<file path="src/rtl/draw_lines_pkg.sv">
// rtl/draw_lines_pkg.sv - shared types and constants for the line frame sequencer
package draw_lines_pkg;

  localparam int X_COORD_W  = 11;
  localparam int Y_COORD_W  = 11;
  localparam int NUM_VERTS  = 8;
  localparam int VERT_IDX_W = $clog2(NUM_VERTS);
  localparam int NUM_EDGES  = 12;
  localparam int EDGE_IDX_W = 4;

  typedef enum logic [3:0] {
    ST_IDLE      = 4'd0,
    ST_CLEAR     = 4'd1,
    ST_CLR_GUARD = 4'd2,
    ST_WAIT_CLR  = 4'd3,
    ST_FETCH     = 4'd4,
    ST_ISSUE     = 4'd5,
    ST_FIN_GUARD = 4'd6,
    ST_WAIT_FIN  = 4'd7,
    ST_DONE      = 4'd8
  } state_e;

  typedef struct packed {
    logic                  en;
    logic [VERT_IDX_W-1:0] v0;
    logic [VERT_IDX_W-1:0] v1;
  } edge_t;

endpackage

</file>
<file path="src/rtl/line_frame_sequencer_if.sv">
// rtl/line_frame_sequencer_if.sv - sequencer to draw_lines engine handshake bundle
interface line_frame_sequencer_if #(
  parameter int P_X_COORD_W = 11,
  parameter int P_Y_COORD_W = 11
);

  logic                   o_clear_buffer;
  logic                   o_load_fifo;
  logic [P_X_COORD_W-1:0] o_x0;
  logic [P_Y_COORD_W-1:0] o_y0;
  logic [P_X_COORD_W-1:0] o_x1;
  logic [P_Y_COORD_W-1:0] o_y1;
  logic                   i_waiting;
  logic                   i_fifo_full;

  // Sequencer side: drives clear/push and line endpoints, observes engine status.
  modport master (
    output o_clear_buffer, o_load_fifo, o_x0, o_y0, o_x1, o_y1,
    input  i_waiting, i_fifo_full
  );

  // Engine side.
  modport slave (
    input  o_clear_buffer, o_load_fifo, o_x0, o_y0, o_x1, o_y1,
    output i_waiting, i_fifo_full
  );

endinterface

</file>
<file path="src/rtl/line_vertex_regfile.sv">
// rtl/line_vertex_regfile.sv - projected vertex storage, one write port, two async read ports
module line_vertex_regfile
  import draw_lines_pkg::*;
#(
  parameter  int P_X_COORD_W = X_COORD_W,
  parameter  int P_Y_COORD_W = Y_COORD_W,
  parameter  int P_NUM_VERTS = NUM_VERTS,
  localparam int AW          = $clog2(P_NUM_VERTS)
) (
  input  logic                   i_clk,
  input  logic                   i_reset_n,
  input  logic                   i_we,
  input  logic [AW-1:0]          i_waddr,
  input  logic [P_X_COORD_W-1:0] i_wx,
  input  logic [P_Y_COORD_W-1:0] i_wy,
  input  logic [AW-1:0]          i_raddr0,
  input  logic [AW-1:0]          i_raddr1,
  output logic [P_X_COORD_W-1:0] o_rx0,
  output logic [P_Y_COORD_W-1:0] o_ry0,
  output logic [P_X_COORD_W-1:0] o_rx1,
  output logic [P_Y_COORD_W-1:0] o_ry1
);

  logic [P_X_COORD_W-1:0] x_q [P_NUM_VERTS];
  logic [P_X_COORD_W-1:0] x_d [P_NUM_VERTS];
  logic [P_Y_COORD_W-1:0] y_q [P_NUM_VERTS];
  logic [P_Y_COORD_W-1:0] y_d [P_NUM_VERTS];

  // Next-state of the vertex array: a single write lands at the addressed slot.
  always_comb begin
    x_d = x_q;
    y_d = y_q;
    if (i_we) begin
      x_d[i_waddr] = i_wx;
      y_d[i_waddr] = i_wy;
    end
  end

  // Vertex storage, cleared to the origin on reset.
  always_ff @(posedge i_clk or negedge i_reset_n) begin
    if (!i_reset_n) begin
      x_q <= '{default: '0};
      y_q <= '{default: '0};
    end else begin
      x_q <= x_d;
      y_q <= y_d;
    end
  end

  assign o_rx0 = x_q[i_raddr0];
  assign o_ry0 = y_q[i_raddr0];
  assign o_rx1 = x_q[i_raddr1];
  assign o_ry1 = y_q[i_raddr1];

endmodule

</file>
<file path="src/rtl/line_frame_sequencer.sv">
// rtl/line_frame_sequencer.sv - frame controller: clear framebuffer, stream enabled edges, report done
module line_frame_sequencer
  import draw_lines_pkg::*;
#(
  parameter  int P_X_COORD_W = X_COORD_W,
  parameter  int P_Y_COORD_W = Y_COORD_W,
  parameter  int P_NUM_VERTS = NUM_VERTS,
  parameter  int P_NUM_EDGES = NUM_EDGES,
  localparam int VI_W        = $clog2(P_NUM_VERTS)
) (
  input  logic                   i_clk,
  input  logic                   i_reset_n,
  input  logic                   i_start,
  input  logic                   i_vert_we,
  input  logic [VI_W-1:0]        i_vert_addr,
  input  logic [P_X_COORD_W-1:0] i_vert_x,
  input  logic [P_Y_COORD_W-1:0] i_vert_y,
  input  logic                   i_edge_we,
  input  logic [EDGE_IDX_W-1:0]  i_edge_addr,
  input  logic [VI_W-1:0]        i_edge_v0,
  input  logic [VI_W-1:0]        i_edge_v1,
  input  logic                   i_edge_en,
  line_frame_sequencer_if.master eng,
  output logic                   o_busy,
  output logic                   o_frame_done,
  output logic                   o_wr_err,
  output logic [4:0]             o_lines_issued
);

  // One extra bit so the index can reach P_NUM_EDGES (the end-of-table marker).
  localparam int CNT_W = 5;

  state_e                 state_q, state_d;
  logic [CNT_W-1:0]       edge_idx_q, edge_idx_d;
  logic [CNT_W-1:0]       lines_q, lines_d;
  logic                   wr_err_q, wr_err_d;
  logic [P_X_COORD_W-1:0] x0_q, x0_d, x1_q, x1_d;
  logic [P_Y_COORD_W-1:0] y0_q, y0_d, y1_q, y1_d;
  edge_t                  edges_q [P_NUM_EDGES];
  edge_t                  edges_d [P_NUM_EDGES];

  edge_t                  cur_edge;
  logic                   vert_we;
  logic                   clear_pulse;
  logic                   load_pulse;
  logic                   done_pulse;
  logic [P_X_COORD_W-1:0] rx0, rx1;
  logic [P_Y_COORD_W-1:0] ry0, ry1;

  // Only consulted in FETCH while the index is still inside the table.
  assign cur_edge = edges_q[edge_idx_q[EDGE_IDX_W-1:0]];

  line_vertex_regfile #(
    .P_X_COORD_W (P_X_COORD_W),
    .P_Y_COORD_W (P_Y_COORD_W),
    .P_NUM_VERTS (P_NUM_VERTS)
  ) u_vertex_regfile (
    .i_clk     (i_clk),
    .i_reset_n (i_reset_n),
    .i_we      (vert_we),
    .i_waddr   (i_vert_addr),
    .i_wx      (i_vert_x),
    .i_wy      (i_vert_y),
    .i_raddr0  (cur_edge.v0),
    .i_raddr1  (cur_edge.v1),
    .o_rx0     (rx0),
    .o_ry0     (ry0),
    .o_rx1     (rx1),
    .o_ry1     (ry1)
  );

  // Table write gating plus frame FSM next-state and pulse outputs.
  always_comb begin
    state_d     = state_q;
    edge_idx_d  = edge_idx_q;
    lines_d     = lines_q;
    wr_err_d    = 1'b0;
    x0_d        = x0_q;
    y0_d        = y0_q;
    x1_d        = x1_q;
    y1_d        = y1_q;
    edges_d     = edges_q;
    vert_we     = 1'b0;
    clear_pulse = 1'b0;
    load_pulse  = 1'b0;
    done_pulse  = 1'b0;

    // Tables are frozen for the whole frame; a write attempted then is dropped and flagged.
    if (state_q == ST_IDLE) begin
      vert_we = i_vert_we;
      if (i_edge_we && ({1'b0, i_edge_addr} < CNT_W'(P_NUM_EDGES))) begin
        edges_d[i_edge_addr] = '{en: i_edge_en, v0: i_edge_v0, v1: i_edge_v1};
      end
    end else begin
      wr_err_d = i_vert_we | i_edge_we;
    end

    case (state_q)
      ST_IDLE: begin
        if (i_start) begin
          state_d    = ST_CLEAR;
          edge_idx_d = '0;
          lines_d    = '0;
        end
      end
      ST_CLEAR: begin
        clear_pulse = 1'b1;
        state_d     = ST_CLR_GUARD;
      end
      // The engine needs a cycle to drop i_waiting after the clear request.
      ST_CLR_GUARD: state_d = ST_WAIT_CLR;
      ST_WAIT_CLR: begin
        if (eng.i_waiting) state_d = ST_FETCH;
      end
      ST_FETCH: begin
        if (edge_idx_q == CNT_W'(P_NUM_EDGES)) begin
          state_d = ST_FIN_GUARD;
        end else if (!cur_edge.en) begin
          edge_idx_d = edge_idx_q + CNT_W'(1);
        end else begin
          x0_d    = rx0;
          y0_d    = ry0;
          x1_d    = rx1;
          y1_d    = ry1;
          state_d = ST_ISSUE;
        end
      end
      ST_ISSUE: begin
        if (!eng.i_fifo_full) begin
          load_pulse = 1'b1;
          lines_d    = lines_q + CNT_W'(1);
          edge_idx_d = edge_idx_q + CNT_W'(1);
          state_d    = ST_FETCH;
        end
      end
      // Same reasoning as CLR_GUARD: let the last push register in the engine first.
      ST_FIN_GUARD: state_d = ST_WAIT_FIN;
      ST_WAIT_FIN: begin
        if (eng.i_waiting) state_d = ST_DONE;
      end
      ST_DONE: begin
        done_pulse = 1'b1;
        state_d    = ST_IDLE;
      end
      default: state_d = ST_IDLE;
    endcase
  end

  // Frame state, counters, endpoint registers and edge table.
  always_ff @(posedge i_clk or negedge i_reset_n) begin
    if (!i_reset_n) begin
      state_q    <= ST_IDLE;
      edge_idx_q <= '0;
      lines_q    <= '0;
      wr_err_q   <= 1'b0;
      x0_q       <= '0;
      y0_q       <= '0;
      x1_q       <= '0;
      y1_q       <= '0;
      edges_q    <= '{default: '0};
    end else begin
      state_q    <= state_d;
      edge_idx_q <= edge_idx_d;
      lines_q    <= lines_d;
      wr_err_q   <= wr_err_d;
      x0_q       <= x0_d;
      y0_q       <= y0_d;
      x1_q       <= x1_d;
      y1_q       <= y1_d;
      edges_q    <= edges_d;
    end
  end

  assign eng.o_clear_buffer = clear_pulse;
  assign eng.o_load_fifo    = load_pulse;
  assign eng.o_x0           = x0_q;
  assign eng.o_y0           = y0_q;
  assign eng.o_x1           = x1_q;
  assign eng.o_y1           = y1_q;

  assign o_busy         = (state_q != ST_IDLE);
  assign o_frame_done   = done_pulse;
  assign o_wr_err       = wr_err_q;
  assign o_lines_issued = lines_q;

endmodule

</file>
<file path="src/flat_wrapper.sv">
// flat-port wrapper written by rule: the top's interface ports become plain ports
module line_frame_sequencer_flat import draw_lines_pkg::*;
#(
  parameter  int P_X_COORD_W = X_COORD_W,
  parameter  int P_Y_COORD_W = Y_COORD_W,
  parameter  int P_NUM_VERTS = NUM_VERTS,
  parameter  int P_NUM_EDGES = NUM_EDGES,
  localparam int VI_W        = $clog2(P_NUM_VERTS)
)
  (i_clk, i_reset_n, i_start, i_vert_we, i_vert_addr, i_vert_x, i_vert_y, i_edge_we, i_edge_addr, i_edge_v0, i_edge_v1, i_edge_en, o_busy, o_frame_done, o_wr_err, o_lines_issued, eng_o_clear_buffer, eng_o_load_fifo, eng_o_x0, eng_o_y0, eng_o_x1, eng_o_y1, eng_i_waiting, eng_i_fifo_full);
  line_frame_sequencer_if #(.P_X_COORD_W(P_X_COORD_W), .P_Y_COORD_W(P_Y_COORD_W)) eng_i ();
  input  logic i_clk;
  input  logic i_reset_n;
  input  logic i_start;
  input  logic i_vert_we;
  input  logic [VI_W-1:0] i_vert_addr;
  input  logic [P_X_COORD_W-1:0] i_vert_x;
  input  logic [P_Y_COORD_W-1:0] i_vert_y;
  input  logic i_edge_we;
  input  logic [EDGE_IDX_W-1:0] i_edge_addr;
  input  logic [VI_W-1:0] i_edge_v0;
  input  logic [VI_W-1:0] i_edge_v1;
  input  logic i_edge_en;
  output logic o_busy;
  output logic o_frame_done;
  output logic o_wr_err;
  output logic [4:0] o_lines_issued;
  output wire logic [$bits(eng_i.o_clear_buffer)-1:0] eng_o_clear_buffer;
  output wire logic [$bits(eng_i.o_load_fifo)-1:0] eng_o_load_fifo;
  output wire logic [$bits(eng_i.o_x0)-1:0] eng_o_x0;
  output wire logic [$bits(eng_i.o_y0)-1:0] eng_o_y0;
  output wire logic [$bits(eng_i.o_x1)-1:0] eng_o_x1;
  output wire logic [$bits(eng_i.o_y1)-1:0] eng_o_y1;
  input wire logic [$bits(eng_i.i_waiting)-1:0] eng_i_waiting;
  input wire logic [$bits(eng_i.i_fifo_full)-1:0] eng_i_fifo_full;
  assign eng_o_clear_buffer = eng_i.o_clear_buffer;
  assign eng_o_load_fifo = eng_i.o_load_fifo;
  assign eng_o_x0 = eng_i.o_x0;
  assign eng_o_y0 = eng_i.o_y0;
  assign eng_o_x1 = eng_i.o_x1;
  assign eng_o_y1 = eng_i.o_y1;
  assign eng_i.i_waiting = eng_i_waiting;
  assign eng_i.i_fifo_full = eng_i_fifo_full;
  line_frame_sequencer #(.P_X_COORD_W(P_X_COORD_W), .P_Y_COORD_W(P_Y_COORD_W), .P_NUM_VERTS(P_NUM_VERTS), .P_NUM_EDGES(P_NUM_EDGES)) u_core (.i_clk(i_clk), .i_reset_n(i_reset_n), .i_start(i_start), .i_vert_we(i_vert_we), .i_vert_addr(i_vert_addr), .i_vert_x(i_vert_x), .i_vert_y(i_vert_y), .i_edge_we(i_edge_we), .i_edge_addr(i_edge_addr), .i_edge_v0(i_edge_v0), .i_edge_v1(i_edge_v1), .i_edge_en(i_edge_en), .eng(eng_i), .o_busy(o_busy), .o_frame_done(o_frame_done), .o_wr_err(o_wr_err), .o_lines_issued(o_lines_issued));
endmodule
</file>
<file path="config.mk">
export PLATFORM = sky130hd
export DESIGN_NAME = line_frame_sequencer_flat
export DESIGN_NICKNAME = d
export VERILOG_FILES = /design/src/rtl/draw_lines_pkg.sv /design/src/rtl/line_frame_sequencer_if.sv /design/src/rtl/line_vertex_regfile.sv /design/src/rtl/line_frame_sequencer.sv /design/src/flat_wrapper.sv
export SDC_FILE = /design/constraint.sdc
export NUM_CORES = 1
export LEC_CHECK = 0
export BUFFER_PORTS_ARGS = -buffer_cell sky130_fd_sc_hd__buf_2
export CAP_MARGIN = 5
export CORE_MARGIN = 2
export CORE_UTILIZATION = 61
export CTS_BUF_LIST = sky130_fd_sc_hd__clkbuf_4 sky130_fd_sc_hd__clkbuf_8
export DETAILED_ROUTE_END_ITERATION = 16
export HOLD_SLACK_MARGIN = 0.03
export PLACE_DENSITY = 0.87
export SYNTH_ARGS = -nofsm -noshare
export SYNTH_HDL_FRONTEND = slang
export SYNTH_HIERARCHICAL = 1
export SYNTH_SLANG_ARGS = --single-unit
</file>
<file path="constraint.sdc">
create_clock -name i_clk -period 4.9 [get_ports i_clk]
set_input_delay 0.49 -clock i_clk [delete_from_list [all_inputs] [get_ports i_clk]]
set_output_delay 0.49 -clock i_clk [all_outputs]
set_load 0.01 [all_outputs]
</file>
==> results.md, run 1 <==
* DR WL/cell at around 24 microns
* Inserted Clock Buffers at between 50 and 60
* RSZ-0062 raised after global routing: false
* Cell taking the most area after synthesis: dfrtp_1
* CP max stage delay at ~0.9 ns
* CP max FO at 21
* Largest net degree at the start of global routing at 130
* Most frequent cells after synthesis: mux2_2, dfrtp_1, mux4_1, clkbuf_1, buf_2
* FF-to-FF setup slack at between 1 and 1.5 ns
* Clk Latency, worst-skew pair at a little under 0.6 ns
* DR pass1 iterations at 5
* CTS hold repair buffers at 0
* Post-Syn Area at 16040 sq um
* Top-count cell post-synth: mux2_2
* Synth top area share at 0.4975
* Post-cts repair resize count at 0
* Setup WS pre-CTS at between 1 and 1.5 ns
* First-pass GRT wire length at ~57 mm
* Die height at ~170 microns
* Relative slew slack at 0.3514
* Postcts setup bufs at 0
* Clk_skew at 0.03660 ns
* CTS tree: built
* Row cnt at 59
* Post-layout util at 0.6947
* HPWL Detailed at approximately 21 mm
* Layout area overhead at 12.20%
* Crit-path cells: buf_4, mux4_2, inv_1, o22ai_4, buf_4, mux4_1, mux2_2, mux2_2
* Max IR drop VDD at about 0.00032 V
* Share of layout cells above drive strength 1 at 0.5294
* Comb power frac at 0.360
* Post-DR vias/cell at ~6.5
* CP arrival at a little over 4 ns
* Grt ovf at 0
* Die area at ~28000 sq um
* Synth async-reset ratio at 1.000
* Initial antenna violation count at 3
* Buffers on Ports at 96
* Total GRT Usage at 0.2641
* WP buf/inv at 3
* Ys flop type: dfrtp_1
* Core ar. at roughly 26000 sq um
* Psw at roughly 3.4 mW
* Final setup fails at 0
* Status: completed
* Tightest Pin Transition at a little under 1 ns
* CP required at 5.37 ns
* Routed Antenna Nets at 0
* Sw Ratio at 0.3126
* Reg2Reg Launch Point: u_core/edge_idx_q[0]
* Largest cells by area after synthesis: dfrtp_1, mux2_2, mux4_1
* Longest Clk Path Bufs at 3
* H-tree depth at 2
* Max Slew Vio Count at 0
* Hold Path Class: primary input to asynchronous set/reset pin
* Part of the power in the clock network at 0.230
* Synth Instances at around 1000
* Initial Util at 0.6192
* Pwr Density at roughly 600 nW/um^2
* Root buffer cell: clkbuf_8
* Count of different cell masters after synthesis at 61
* Levels on crit path at 8
* Startpoint type of the worst setup path: register
* Tmin final at between 3 and 4 ns
* Max_cap viols at 0
* R2R Path End: u_core/eng.o_y0[0]
* CP endpoint kind: register
* Part of the cycle the worst path needs at 0.7484
* Critical path class: register to register
* Post-synth EDFFs at 0
* GP Congestion at approximately 0.79
* Syn Area/Cell at 16.24 sq um
* DRC Markers at 0
* R2R depth at 8
* IO Pins at 97
* WL final at roughly 36 mm
* YS warnings at 6
* Clock-pin slew on the worst setup and hold paths at ~0.06 ns
* DRT iter0 DRCs at around 660
* Die W at 166.2 microns
* Seq pwr share at 0.410
* Vias in the first global route at 10300
* Register bit total from synthesis at 319
* Setup TNS at 0 ns
* Max Fclk at 272.7 MHz
* Post-layout net count at 1135
* Via count at 9505
* Crit path max-delay family: multiplexers
* Post-route setup slack at ~1.2 ns
* Syn Nets at just over 1000
* Final hold violation count at 0
* Pint at between 7 and 8 mW
* Sequential fraction of the synthesis area at 0.4975
* Leak at roughly 8.6 nW
* CTS sink cnt at around 320
* Cell at the slowest stage of the critical path: dfrtp_1
==> sequential cells by signal, summed over array words and instances (netlist names), 5 cells and up <==
name and cells:
u_core/edge_idx_q 5, u_core/edges_q 84, u_core/eng.o_x0 11, u_core/eng.o_x1 11, u_core/eng.o_y0 11, u_core/eng.o_y1 11, u_core/o_lines_issued 5, u_core/u_vertex_regfile/x_q 88
u_core/u_vertex_regfile/y_q 88
==> layout by cell type (no fill, tap or decap), types with 3 or more instances in the layout <==
| master | count |
|---|---|
| clkinv_2 | 3 |
| or2_2 | 3 |
| buf_12 | 3 |
| mux2_1 | 4 |
| nor3_1 | 3 |
| and4bb_2 | 3 |
| buf_4 | 18 |
| nand4b_1 | 3 |
| ha_1 | 3 |
| dfrtp_1 | 319 |
| mux2_2 | 347 |
| nor3b_1 | 3 |
| buf_2 | 95 |
| nor2_1 | 13 |
| o21ai_0 | 5 |
| clkbuf_8 | 68 |
| mux4_1 | 88 |
| nand2_1 | 14 |
| mux4_2 | 18 |
| and2_1 | 3 |
| nand2b_1 | 3 |
| diode_2 | 3 |
| clkbuf_4 | 14 |
| a22o_1 | 4 |
| nor2b_1 | 3 |
| nand3b_1 | 4 |
| nand3_1 | 7 |
| mux2i_1 | 13 |
| o22ai_4 | 4 |
| inv_1 | 8 |
==> metal layers <==
layer,vias up,global-route usage,share of wire
met3,89,0.05076,0.056
met1,5016,0.3515,0.42
li1,4084,-,-
met2,316,0.4398,0.50
met5,-,0,0
met4,0,0.09490,0.030
==> power by group through the flow <==
| stage | registers [mW] | clock network, mW | logic [mW] |
|---|---|---|---|
| after floorplan | 4.13 | 0 | 3.04 |
| after global placement | 4.32 | 0 | 3.66 |
| after detailed placement | 4.41 | 0 | 3.82 |
| after CTS | 4.39 | 2.53 | 3.88 |
| after global routing | 4.53 | 2.66 | 4.14 |
| final | 4.41 | 2.48 | 3.87 |
==> layout make-up <==
cell class	instances	area, sq um
Clock inverter	7	93.84
Antenna cell	3	7.507
Tap cell	335	419.2
Fill cell	1600	7910
Timing Repair Buffer	117	685.7
Inverter	9	33.78
Multi-Input combinational cell	590	7737
Clock buffer	82	1041
Sequential cell	319	7983
==> through the flow <==
stage	instance area, sq um	hold WS, ns	instances	power [mW]
6_report	18000	0.04007	1462	10.76
3_3_place_gp	16860	0.4594	1370	7.981
4_1_cts	17990	0.05454	1459	10.79
2_1_floorplan	16040	0.1944	988	7.170
3_5_place_dp	16860	0.4668	1370	8.226
5_1_grt	18000	0.1130	1461	11.33
==> worst register-to-register path, delay by kind of cell (launching register included) <==
kind,cells,cell delay (ns)
DFF,1,0.89
buffers and inverters,3,0.85
muxes,4,1.17
AOI/OAI and AO/OA,1,0.66
==> worst max path at each step <==
| stage | start | to | slack, ns |
|---|---|---|---|
| after global placement | u_core/edge_idx_q[0] | u_core/eng.o_y0[5] | 1.33 |
| after CTS | u_core/edge_idx_q[0] | u_core/eng.o_y0[0] | 1.17 |
| after global routing | u_core/edge_idx_q[0] | u_core/eng.o_y0[5] | 0.98 |
| after detailed placement | u_core/edge_idx_q[0] | u_core/eng.o_y0[0] | 1.18 |
| after floorplan | u_core/edge_idx_q[1] | u_core/eng.o_x0[10] | 1.71 |
| final | u_core/edge_idx_q[0] | u_core/eng.o_y0[0] | 1.23 |
==> logic make-up after synthesis <==
logic type / count (synthesis) / synth area share
AND/OR/NAND/NOR: 82 / 0.03533
adder cells (fa/ha/maj): 3 / 0.002340
flip-flops: 319 / 0.4975
multiplexers: 470 / 0.4238
AO/OA/AOI/OAI: 35 / 0.01552
buffers and inverters: 79 / 0.02542
No activity file was read; power rests on OpenSTA's default activity.
==> run 2: changes to the inputs <==
--- a/config.mk
+++ b/config.mk
@@ -5,6 +5,7 @@
 export SDC_FILE = /design/constraint.sdc
 export NUM_CORES = 1
 export LEC_CHECK = 0
+export ABC_AREA = 1
 export BUFFER_PORTS_ARGS = -buffer_cell sky130_fd_sc_hd__buf_2
 export CAP_MARGIN = 5
 export CORE_MARGIN = 2
==> constraint.sdc (replaced) <==
create_clock -name i_clk -period 3.8 [get_ports i_clk]
set_input_delay 0.38 -clock i_clk [delete_from_list [all_inputs] [get_ports i_clk]]
set_output_delay 0.38 -clock i_clk [all_outputs]
set_load 0.01 [all_outputs]
==> run 2 against run 1 <==
Effect of this change: first-iteration DRC count rose to 2.9 times the previous value; global-route usage rose by 7.6 points; critical path depth increased by 4; fmax is 19% higher; die area is 4.9% higher; register-to-register slack lost 0.52 ns; worst setup slack worse by 0.52 ns; core utilization decreased by 0.19 points; non-clock buffer count increased by 20; largest power group is now combinational logic; sequential power grew 29%; combinational power up 120%; sequential share of layout area decreased by 1.7 points.
==> results.md, run 2 <==
* Status: completed
* Sequential fraction of the synthesis area at 0.4736
* Root buffer cell: clkbuf_8
* YS warnings at 6
* Final setup fails at 0
* Final hold violation count at 0
* Largest net degree at the start of global routing at about 120
* Hold Path Class: primary input to register
* CP max FO at ~90
* HPWL Detailed at ~29 mm
* Post-DR vias/cell at 5.819
* Core ar. at about 27000 sq um
* Part of the cycle the worst path needs at 0.8129
* Inserted Clock Buffers at 53
* RSZ-0062 raised after global routing: false
* Most frequent cells in the layout: nand2_1, dfrtp_1, o21ai_0
* Crit path max-delay family: buffers and inverters
* CTS tree: built
* DR WL/cell at 17.29 microns
* Routed Antenna Nets at 0
* Synth top area share at 0.4736
* Inserted Diodes at 0
* DR pass1 iterations at 6
* Wire length on met3 at about 5.2 mm
* GP Congestion at between 0.8 and 0.9
* Relative slew slack at 0.2777
* Buffers on Ports at 96
* Tmin final at between 3 and 4 ns
* First-pass GRT wire length at between 70 and 80 mm
* Register bit total from synthesis at ~320
* Synth async-reset ratio at 1.000
* CTS sink cnt at between 300 and 400
* Die height at around 170 microns
* Postcts setup bufs at 0
* Initial Util at 0.6236
* Max IR drop VDD at slightly above 0.0007 V
* Via count at about 16000
* Post-Syn Area at 16850 sq um
* Crit-path cells: inv_1, o221ai_1, nand3_1, nand2_2, buf_4, nand2_1, nand3_1, nand2_1, nand2_1, nand2_1, nand3_1, nand2_1
* Largest cells by area after synthesis: dfrtp_1, nand2_1, o21ai_0
* Total GRT Usage at 0.3404
* Post-synth EDFFs at 0
* Syn Nets at ~2400
* DRT iter0 DRCs at around 1900
* H-tree depth at 2
* Share of layout cells above drive strength 1 at 0.1080
* Clk Latency, worst-skew pair at 0.61 ns
* CP required at approximately 4.3 ns
* Initial antenna violation count at 0
* Tot Pwr at ~17 mW
* Top-count cell post-synth: nand2_1
* Clock-pin slew on the worst setup and hold paths at around 0.060 ns
* Syn Area/Cell at between 7 and 8 sq um
* Cell at the slowest stage of the critical path: buf_4
* Layout area overhead at 11.11%
* Met2 WL post-DR at 22.26 mm
* Row cnt at 60
* Count of different cell masters after synthesis at 34
* Longest Clk Path Bufs at 3
* WL final at just under 50 mm
* Commonest non-fill, non-tap cell in the layout: nand2_1
* CP max stage delay at around 0.79 ns
* Biggest regs: u_core/u_vertex_regfile/x_q x88, u_core/u_vertex_regfile/y_q x88, u_core/edges_q x84
* Ys flop type: dfrtp_1
* Critical path class: register to register
* WP buf/inv at 2
* Max Slew Vio Count at 0
* Most frequent cells after synthesis: nand2_1, dfrtp_1, o21ai_0, nand3_1, inv_1
* Max layer used: met4
* Die area at ~29000 sq um
* CTS hold repair buffers at 13
* Post-cts repair resize count at 0
* M1 WL at around 19 mm
* CP endpoint kind: register
* Vias in the first global route at about 16000
* Grt ovf at 0
* CP arrival at roughly 3.6 ns
* Cell taking the most area after synthesis: dfrtp_1
* Clk_skew at ~0.039 ns
* Synth Instances at between 2000 and 2500
* DRC Markers at 0
* Tightest Pin Transition at between 1 and 1.5 ns
* Setup TNS at 0 ns
* IO Pins at 97
* Die W at 170.2 microns
* Post-layout net count at 2476
* Leak at 10.26 nW
* Startpoint type of the worst setup path: register
* Most frequent CP cell: nand2_1
* Max_cap viols at 0
* Pwr Density at approximately 930 nW/um^2
* Max Fclk at about 320 MHz
[run 2: cell count changes in the layout (fill, tap and decap cells not counted), moves of 13 or more]
cell / change
dlygate4sd3_1: +13
mux2_2: -347
mux4_2: -18
nor2_1: +58
nand3_1: +236
o21ai_0: +273
inv_1: +229
o21ai_2: +18
mux2i_1: -13
mux4_1: -88
nand2_1: +981
[run 2: layer usage]
| metal | vias to the layer above | track usage |
|---|---|---|
| met2 | 976 | 0.5421 |
| met5 | - | 0 |
| li1 | 7565 | - |
| met3 | 204 | 0.06395 |
| met4 | 0 | 0.1784 |
| met1 | 7629 | 0.4460 |
[run 2: worst reg2reg max path: cells and delay by family (launching register included)]
family                 cells  cell delay, ns
AO/OA/AOI/OAI              1            0.18
buffers and inverters      2            1.10
flip-flops                 1            0.77
AND/OR/NAND/NOR            9            0.95
[run 2: cell type report]
class | instances | area (sq um)
well taps | 341 | 426.7
fillers | 2120 | 8300
multi-input cells | 1673 | 7257
inverters | 246 | 923.4
repair buffers | 137 | 943.4
flip-flops and latches | 319 | 7983
clock buffers | 87 | 1085
clock inverters | 11 | 107.6
[run 2: cell families after synthesis]
| group | Yosys count | share of synthesized area |
|---|---|---|
| and+or+nand+nor | 1333 | 0.3189 |
| buffers and inverters | 389 | 0.09607 |
| AOI/OAI and AO/OA | 336 | 0.1087 |
| DFF | 319 | 0.4736 |
| adders and majority gates | 3 | 0.002227 |
| xor gates and xnor gates | 1 | 0.0005198 |
[run 2: final timing paths]
kind,start,endpoint,slack [ns],cells past startpoint
max in group asynchronous,i_reset_n,u_core/u_vertex_regfile/x_q[63],2.36,3
min in group asynchronous,i_reset_n,u_core/edge_idx_q[2],0.48,2
min,i_vert_x[8],u_core/u_vertex_regfile/x_q[8],0.05,3
max reg2reg,u_core/edge_idx_q[2],u_core/eng.o_x0[8],0.71,12
min reg2reg,u_core/eng.o_x1[8],u_core/eng.o_x1[8],0.46,2
max,u_core/edge_idx_q[2],u_core/eng.o_x0[8],0.71,12
[run 2: report_power, final]
group	switching [mW]	internal, mW	total (mW)
Clock	1.39	1.94	3.32
Sequential	0.822	4.85	5.67
Combinational	5.72	2.67	8.39
[run 2: through the flow]
stage / hold WS [ns] / worst slack [ns] / area, sq um / util / instances
after floorplan: 0.08441 / 1.405 / 16850 / - / 2381
after global placement: 0.4519 / 0.9500 / 17400 / 0.6439 / 2703
after detailed placement: 0.4566 / 0.8593 / 17400 / 0.6439 / 2703
after CTS: 0.03051 / 0.8244 / 18730 / 0.6929 / 2814
after global routing: 0.06362 / 0.5731 / 18730 / 0.6929 / 2814
final: 0.04912 / 0.7110 / 18730 / 0.6929 / 2814
